$ cat src/rtl/rv_pkg.sv
// rv_pkg: RV32I opcodes, ALU encodings and control-field decode shared by the decode stage
package rv_pkg;

   localparam int XLEN = 32;

   localparam logic [6:0] OP_R      = 7'b0110011;
   localparam logic [6:0] OP_I      = 7'b0010011;
   localparam logic [6:0] OP_LOAD   = 7'b0000011;
   localparam logic [6:0] OP_STORE  = 7'b0100011;
   localparam logic [6:0] OP_BRANCH = 7'b1100011;
   localparam logic [6:0] OP_JAL    = 7'b1101111;
   localparam logic [6:0] OP_JALR   = 7'b1100111;
   localparam logic [6:0] OP_LUI    = 7'b0110111;
   localparam logic [6:0] OP_AUIPC  = 7'b0010111;

   localparam logic [3:0] ALU_ADD  = 4'd0;
   localparam logic [3:0] ALU_SUB  = 4'd1;
   localparam logic [3:0] ALU_SLL  = 4'd2;
   localparam logic [3:0] ALU_SLT  = 4'd3;
   localparam logic [3:0] ALU_SLTU = 4'd4;
   localparam logic [3:0] ALU_XOR  = 4'd5;
   localparam logic [3:0] ALU_OR   = 4'd6;
   localparam logic [3:0] ALU_AND  = 4'd7;
   localparam logic [3:0] ALU_SRL  = 4'd8;
   localparam logic [3:0] ALU_SRA  = 4'd9;

   typedef struct packed {
      logic [3:0] alu_op;
      logic       alu_src;
      logic       reg_wen;
      logic       mem_read;
      logic       mem_write;
      logic       branch;
      logic       jump;
      logic       illegal;
   } ctl_t;

   // funct3 selects the operation; bit 30 picks SUB (register form only) or SRA
   function automatic logic [3:0] alu_decode(input logic [2:0] f3, input logic alt, input logic reg_op);
      case (f3)
         3'd0:    return (alt && reg_op) ? ALU_SUB : ALU_ADD;
         3'd1:    return ALU_SLL;
         3'd2:    return ALU_SLT;
         3'd3:    return ALU_SLTU;
         3'd4:    return ALU_XOR;
         3'd5:    return alt ? ALU_SRA : ALU_SRL;
         3'd6:    return ALU_OR;
         default: return ALU_AND;
      endcase
   endfunction

   function automatic logic uses_rs1(input logic [6:0] op);
      return op inside {OP_R, OP_I, OP_LOAD, OP_STORE, OP_BRANCH, OP_JALR};
   endfunction

   function automatic logic uses_rs2(input logic [6:0] op);
      return op inside {OP_R, OP_STORE, OP_BRANCH};
   endfunction

   // Unknown opcodes leave every side-effecting control bit clear and raise illegal
   function automatic ctl_t decode_ctl(input logic [31:0] instr);
      ctl_t c;
      logic [6:0] op;
      op          = instr[6:0];
      c           = '0;
      c.reg_wen   = op inside {OP_R, OP_I, OP_LOAD, OP_JAL, OP_JALR, OP_LUI, OP_AUIPC};
      c.alu_src   = op inside {OP_I, OP_LOAD, OP_STORE, OP_JAL, OP_JALR, OP_LUI, OP_AUIPC};
      c.mem_read  = op == OP_LOAD;
      c.mem_write = op == OP_STORE;
      c.branch    = op == OP_BRANCH;
      c.jump      = op inside {OP_JAL, OP_JALR};
      c.illegal   = !(op inside {OP_R, OP_I, OP_LOAD, OP_STORE, OP_BRANCH, OP_JAL, OP_JALR, OP_LUI, OP_AUIPC});
      c.alu_op    = (op == OP_R || op == OP_I) ? alu_decode(instr[14:12], instr[30], op == OP_R) :
                    (op == OP_BRANCH) ? ALU_SUB : ALU_ADD;
      return c;
   endfunction

endpackage

$ cat src/rtl/imm_gen.sv
// imm_gen: sign-extended RV32I immediate selected by opcode format
module imm_gen
   import rv_pkg::*;
(
   input  logic [31:0] instr,
   output logic [31:0] imm
);

   // Reassemble the scattered immediate bits for each instruction format
   always_comb begin
      imm = '0;
      case (instr[6:0])
         OP_I, OP_LOAD, OP_JALR: imm = {{20{instr[31]}}, instr[31:20]};
         OP_STORE:               imm = {{20{instr[31]}}, instr[31:25], instr[11:7]};
         OP_BRANCH:              imm = {{19{instr[31]}}, instr[31], instr[7], instr[30:25], instr[11:8], 1'b0};
         OP_LUI, OP_AUIPC:       imm = {instr[31:12], 12'b0};
         OP_JAL:                 imm = {{11{instr[31]}}, instr[31], instr[19:12], instr[20], instr[30:21], 1'b0};
         default:                imm = '0;
      endcase
   end

endmodule

$ cat src/rtl/decode_stage.sv
// decode_stage: RV32I IF/ID register, operand read with writeback bypass, load-use stall, ID/EX bundle
module decode_stage #(
   parameter int XLEN = 32,
   parameter int AW   = 5
) (
   input  logic            clk,
   input  logic            rst,
   input  logic            flush,
   input  logic            if_valid,
   output logic            if_ready,
   input  logic [31:0]     if_instr,
   input  logic [XLEN-1:0] if_pc,
   output logic [AW-1:0]   rr1,
   output logic [AW-1:0]   rr2,
   input  logic [XLEN-1:0] rd1,
   input  logic [XLEN-1:0] rd2,
   input  logic            wb_wen,
   input  logic [AW-1:0]   wb_wr,
   input  logic [XLEN-1:0] wb_wd,
   output logic            ex_valid,
   input  logic            ex_ready,
   output logic [XLEN-1:0] ex_pc,
   output logic [XLEN-1:0] ex_op_a,
   output logic [XLEN-1:0] ex_op_b,
   output logic [XLEN-1:0] ex_imm,
   output logic [AW-1:0]   ex_rd,
   output logic [3:0]      ex_alu_op,
   output logic            ex_alu_src,
   output logic            ex_reg_wen,
   output logic            ex_mem_read,
   output logic            ex_mem_write,
   output logic            ex_branch,
   output logic            ex_jump,
   output logic            ex_illegal
);
   import rv_pkg::*;

   typedef struct packed {
      logic [XLEN-1:0] pc;
      logic [XLEN-1:0] op_a;
      logic [XLEN-1:0] op_b;
      logic [XLEN-1:0] imm;
      logic [AW-1:0]   rd;
      ctl_t            ctl;
   } bundle_t;

   logic            id_valid;
   logic [31:0]     id_instr;
   logic [XLEN-1:0] id_pc;
   logic [AW-1:0]   rs1;
   logic [AW-1:0]   rs2;
   logic [31:0]     imm;
   logic            use1;
   logic            use2;
   logic            ex_free;
   logic            hazard;
   logic            id_adv;
   bundle_t         ex_q;
   bundle_t         ex_d;

   assign rs1  = id_instr[19:15];
   assign rs2  = id_instr[24:20];
   assign rr1  = rs1;
   assign rr2  = rs2;
   assign use1 = uses_rs1(id_instr[6:0]);
   assign use2 = uses_rs2(id_instr[6:0]);

   imm_gen u_imm (
      .instr (id_instr),
      .imm   (imm)
   );

   // A load in EX whose rd feeds a source this instruction reads must wait one slot
   assign ex_free  = !ex_valid || ex_ready;
   assign hazard   = ex_valid && ex_q.ctl.mem_read && ex_q.rd != '0 &&
                     ((use1 && ex_q.rd == rs1) || (use2 && ex_q.rd == rs2));
   assign id_adv   = id_valid && !hazard && ex_free;
   assign if_ready = !id_valid || id_adv;

   // Build the next bundle: x0 reads as zero, then the in-flight writeback wins over the register file
   always_comb begin
      ex_d      = '0;
      ex_d.pc   = id_pc;
      ex_d.op_a = (rs1 == '0) ? '0 : (wb_wen && wb_wr == rs1) ? wb_wd : rd1;
      ex_d.op_b = (rs2 == '0) ? '0 : (wb_wen && wb_wr == rs2) ? wb_wd : rd2;
      ex_d.imm  = XLEN'($signed(imm));
      ex_d.rd   = id_instr[11:7];
      ex_d.ctl  = decode_ctl(id_instr);
   end

   // IF/ID register: capture on the fetch handshake, empty when the instruction moves on
   always_ff @(posedge clk or posedge rst) begin
      if (rst) begin
         id_valid <= 1'b0;
         id_instr <= '0;
         id_pc    <= '0;
      end else if (flush) begin
         id_valid <= 1'b0;
      end else if (if_valid && if_ready) begin
         id_valid <= 1'b1;
         id_instr <= if_instr;
         id_pc    <= if_pc;
      end else if (id_adv) begin
         id_valid <= 1'b0;
      end
   end

   // ID/EX register: refill with the decoded bundle or a bubble only when execute can take it
   always_ff @(posedge clk or posedge rst) begin
      if (rst) begin
         ex_valid <= 1'b0;
         ex_q     <= '0;
      end else if (flush) begin
         ex_valid <= 1'b0;
         ex_q     <= '0;
      end else if (ex_free) begin
         ex_valid <= id_adv;
         ex_q     <= id_adv ? ex_d : '0;
      end
   end

   assign ex_pc        = ex_q.pc;
   assign ex_op_a      = ex_q.op_a;
   assign ex_op_b      = ex_q.op_b;
   assign ex_imm       = ex_q.imm;
   assign ex_rd        = ex_q.rd;
   assign ex_alu_op    = ex_q.ctl.alu_op;
   assign ex_alu_src   = ex_q.ctl.alu_src;
   assign ex_reg_wen   = ex_q.ctl.reg_wen;
   assign ex_mem_read  = ex_q.ctl.mem_read;
   assign ex_mem_write = ex_q.ctl.mem_write;
   assign ex_branch    = ex_q.ctl.branch;
   assign ex_jump      = ex_q.ctl.jump;
   assign ex_illegal   = ex_q.ctl.illegal;

endmodule

$ cat config.mk
export PLATFORM = sky130hd
export DESIGN_NAME = decode_stage
export DESIGN_NICKNAME = d
export VERILOG_FILES = /design/src/rtl/rv_pkg.sv /design/src/rtl/imm_gen.sv /design/src/rtl/decode_stage.sv
export SDC_FILE = /design/constraint.sdc
export NUM_CORES = 1
export LEC_CHECK = 0
export ABC_AREA = 1
export BUFFER_PORTS_ARGS = -buffer_cell sky130_fd_sc_hd__clkbuf_2
export CAP_MARGIN = 40
export CELL_PAD_IN_SITES_DETAIL_PLACEMENT = 0
export CELL_PAD_IN_SITES_GLOBAL_PLACEMENT = 2
export CORE_ASPECT_RATIO = 0.8
export CORE_MARGIN = 4
export CORE_UTILIZATION = 28
export DETAILED_ROUTE_END_ITERATION = 8
export GPL_TIMING_DRIVEN = 0
export PLACE_DENSITY = 0.89
export SLEW_MARGIN = 20
export SYNTH_ARGS = -nofsm -noshare
export SYNTH_HDL_FRONTEND = slang
export SYNTH_SLANG_ARGS = --single-unit
$ cat constraint.sdc
create_clock -name clk -period 8.9 [get_ports clk]
set_input_delay 1.335 -clock clk [delete_from_list [all_inputs] [get_ports clk]]
set_output_delay 1.335 -clock clk [all_outputs]
set_load 0.005 [all_outputs]
==> run summary <==
crit path to: if_ready
Initial Util: 28.6%
Antenna Violating Nets Remaining: 0
# port buffers: 326
nets@finish: 1828
slowest stage delay, CP: 0.25 ns
die width: 219 µm
total number of vias: 9893
P&R area growth vs syn: 30.5%
pre-CTS WS: 5.19 ns
CP Cell Sequence: clkbuf_2 > inv_1 > a21boi_1 > nand2_4 > nand2_4 > buf_2 > clkbuf_2
Total Routing Usage GR: 19.2%
setup total negative slack: 0 ns
pin count of the biggest net entering global routing: 89
Worst setup SP type: input port
Synth Register Bits: 210
Syn Inst Count: 1299
unrepaired setup endpoints after global routing: no
final core occ: 37.3%
M3 GR Usage: 4.12%
peak supply drop: 0.104 mV
synthesized cell area: 0.0100 mm²
initial antenna violation count: 3
met1 usage: 28.4%
Crit Path Max Fanout: 10
commonest cells after routing, fill and taps aside: nand2_1 (587), clkbuf_2 (326), dfrtp_1 (210)
hold_ws: 0.464 ns
# rows: 61
CP endpoint kind: primary output
Lkg Pwr: 0.00770 µW
post-CTS setup repair buffer count: 0
Slowest cell on crit path: buf_2
ys flop type: dfrtp_1
WL per Instance: 18.1 µm
Core Area: 0.0350 mm²
PD cells: 186 mW/mm²
kind of critical path: input port to primary output
max cap viols: 0
most common cell after layout, fill and taps aside: nand2_1
Post-synth EDFFs: 0
routed vias/inst: 4.62
number of global-route vias before repair: 9570
H-tree depth: 1
final worst slack: 5.19 ns
routability cong.: 0.878
syn avg cell area: 7.71 µm²
minimum clock period: 3.71 ns
final setup violation count: 0
Clock Path Buffers: 3
Final Hold Violating Endpoints: 0
Power Total: 2430 µW
share of layout cells above drive strength 1: 26.0%
reg-to-reg endpoint: ex_op_a[11]
Slew @ Worst Pin: 0.726 ns
Synth cell types: 32
DR DRC count: 0
die span in y: 177 µm
Total Wirelength: 38800 µm
hold_buf cts: 0
Yosys warnings: 0
Slew HR: 51.6%
Post-DP HPWL: 29600 µm
Slew Viols, Final: 0
fin crit share: 41.7%
reg-to-reg startpoint: id_instr[17]
router iterations before antenna repair: 6
DRT iter0 DRCs: 709
Worst-Skew Late Latency: 0.54 ns
grt met2 use: 28.8%
register area share after synthesis: 52.5%
Post-CTS Resized: 0
worst path required time: 7.57 ns
Critical Path AT: 2.37 ns
area of the die: 0.0389 mm²
Clock Sinks: 210
IO Pins: 327
Clock Skews: 0.00966 ns
fmax: 270 MHz
Most Used Layer, Global Route: met2
Remaining Overflow, GRT: 0
classification of the worst-slack hold path: register to register
CTS Buf Count: 25
TritonCTS clock tree: done
first-pass GRT wire length: 57500 µm
R2R Setup Slk: 6.39 ns
clock root cell: clkbuf_16
outcome: finished, final reports clean
FFs w/ async S/R, synth: 100%
worst r2r path cells: 8
clock slew at reported path FFs: 0.06 ns
Worst setup startpoint: ex_ready
synthesized net count: 1470
==> synthesized netlist by cell type (4+ instances only) <==
cell | n | share of area (%)
a21oi_1 | 43 | 2.2
buf_2 | 17 | 0.85
buf_4 | 16 | 1.2
buf_6 | 11 | 1.2
clkbuf_1 | 33 | 1.2
dfrtp_1 | 210 | 53
inv_1 | 101 | 3.8
inv_2 | 8 | 0.30
nand2_1 | 587 | 22
nand3_1 | 153 | 7.6
nand4_1 | 4 | 0.25
nor2_1 | 16 | 0.60
nor3_1 | 5 | 0.25
o211ai_1 | 5 | 0.38
o21ai_0 | 58 | 2.9
xor2_1 | 7 | 0.61
==> state kept, by name, indices dropped and copies added, names as in the netlist <==
signal        flops
id_pc            32
ex_valid          1
ex_branch         1
ex_op_b          32
id_valid          1
ex_op_a          32
ex_pc            32
ex_jump           1
ex_imm           32
ex_alu_src        1
ex_illegal        1
ex_mem_read       1
ex_alu_op         4
ex_mem_write      1
ex_rd             5
id_instr         32
ex_reg_wen        1
==> layer usage <==
metal | routed length, µm | part of all wire, %
met1 | 18400 | 47
met4 | 830 | 2.1
met2 | 17000 | 44
met3 | 2480 | 6.4
met5 | 31 | 0.080
==> critical path: cells and delay by family <==
family | cells | cell delay, ns
buffers and inverters | 4 | 0.57
AO/OA/AOI/OAI | 1 | 0.24
AND/OR/NAND/NOR | 2 | 0.23
==> report_power, final <==
group | leakage (µW) | switching (µW) | total [µW] | internal (µW)
Clock | 0.000377 | 416 | 975 | 559
Combinational | 0.00452 | 224 | 361 | 137
Sequential | 0.00281 | 64.9 | 1090 | 1030
==> logic make-up (layout without fill, tap and decap cells) <==
kind of cell / count (synthesis) / after routing / synth area share [%]
DFF: 210 / 210 / 52.5
and+or+nand+nor: 778 / 778 / 31.9
xor gates and xnor gates: 8 / 8 / 0.700
other: 0 / 1 / 0
AOI/OAI and AO/OA: 116 / 116 / 6.21
buffers and inverters: 187 / 556 / 8.65
==> metrics by stage <==
stage	area [µm²]	instances
6_report	13100	2141
5_1_grt	13100	2141
4_1_cts	13100	2140
3_5_place_dp	12300	2102
3_3_place_gp	12200	2097
2_1_floorplan	10000	1299
==> worst min-delay path by stage <==
stage               cells past startpoint           to   startpoint  slack [ns]
finish                                  2    ex_pc[21]    id_pc[21]        0.46
global route                            2     ex_pc[9]     id_pc[9]        0.48
CTS                                     2    ex_pc[15]    id_pc[15]        0.47
detailed placement                      2    ex_pc[21]    id_pc[21]        0.45
global placement                        2    ex_pc[24]    id_pc[24]        0.45
floorplan                               2  id_instr[0]  id_instr[0]        0.44
==> cell type report <==
type                       count  area, µm²
inverter                     109        417
tap                          472        591
timing repair buffer         331       1710
fill                        3757      22000
antenna                        1       2.50
clock inverter                 9       73.8
sequential                   210       5260
multi-input combinational    902       3890
buffer                        78        457
clock buffer                  29        671
Note: power is estimated with default switching activity, not from simulation.
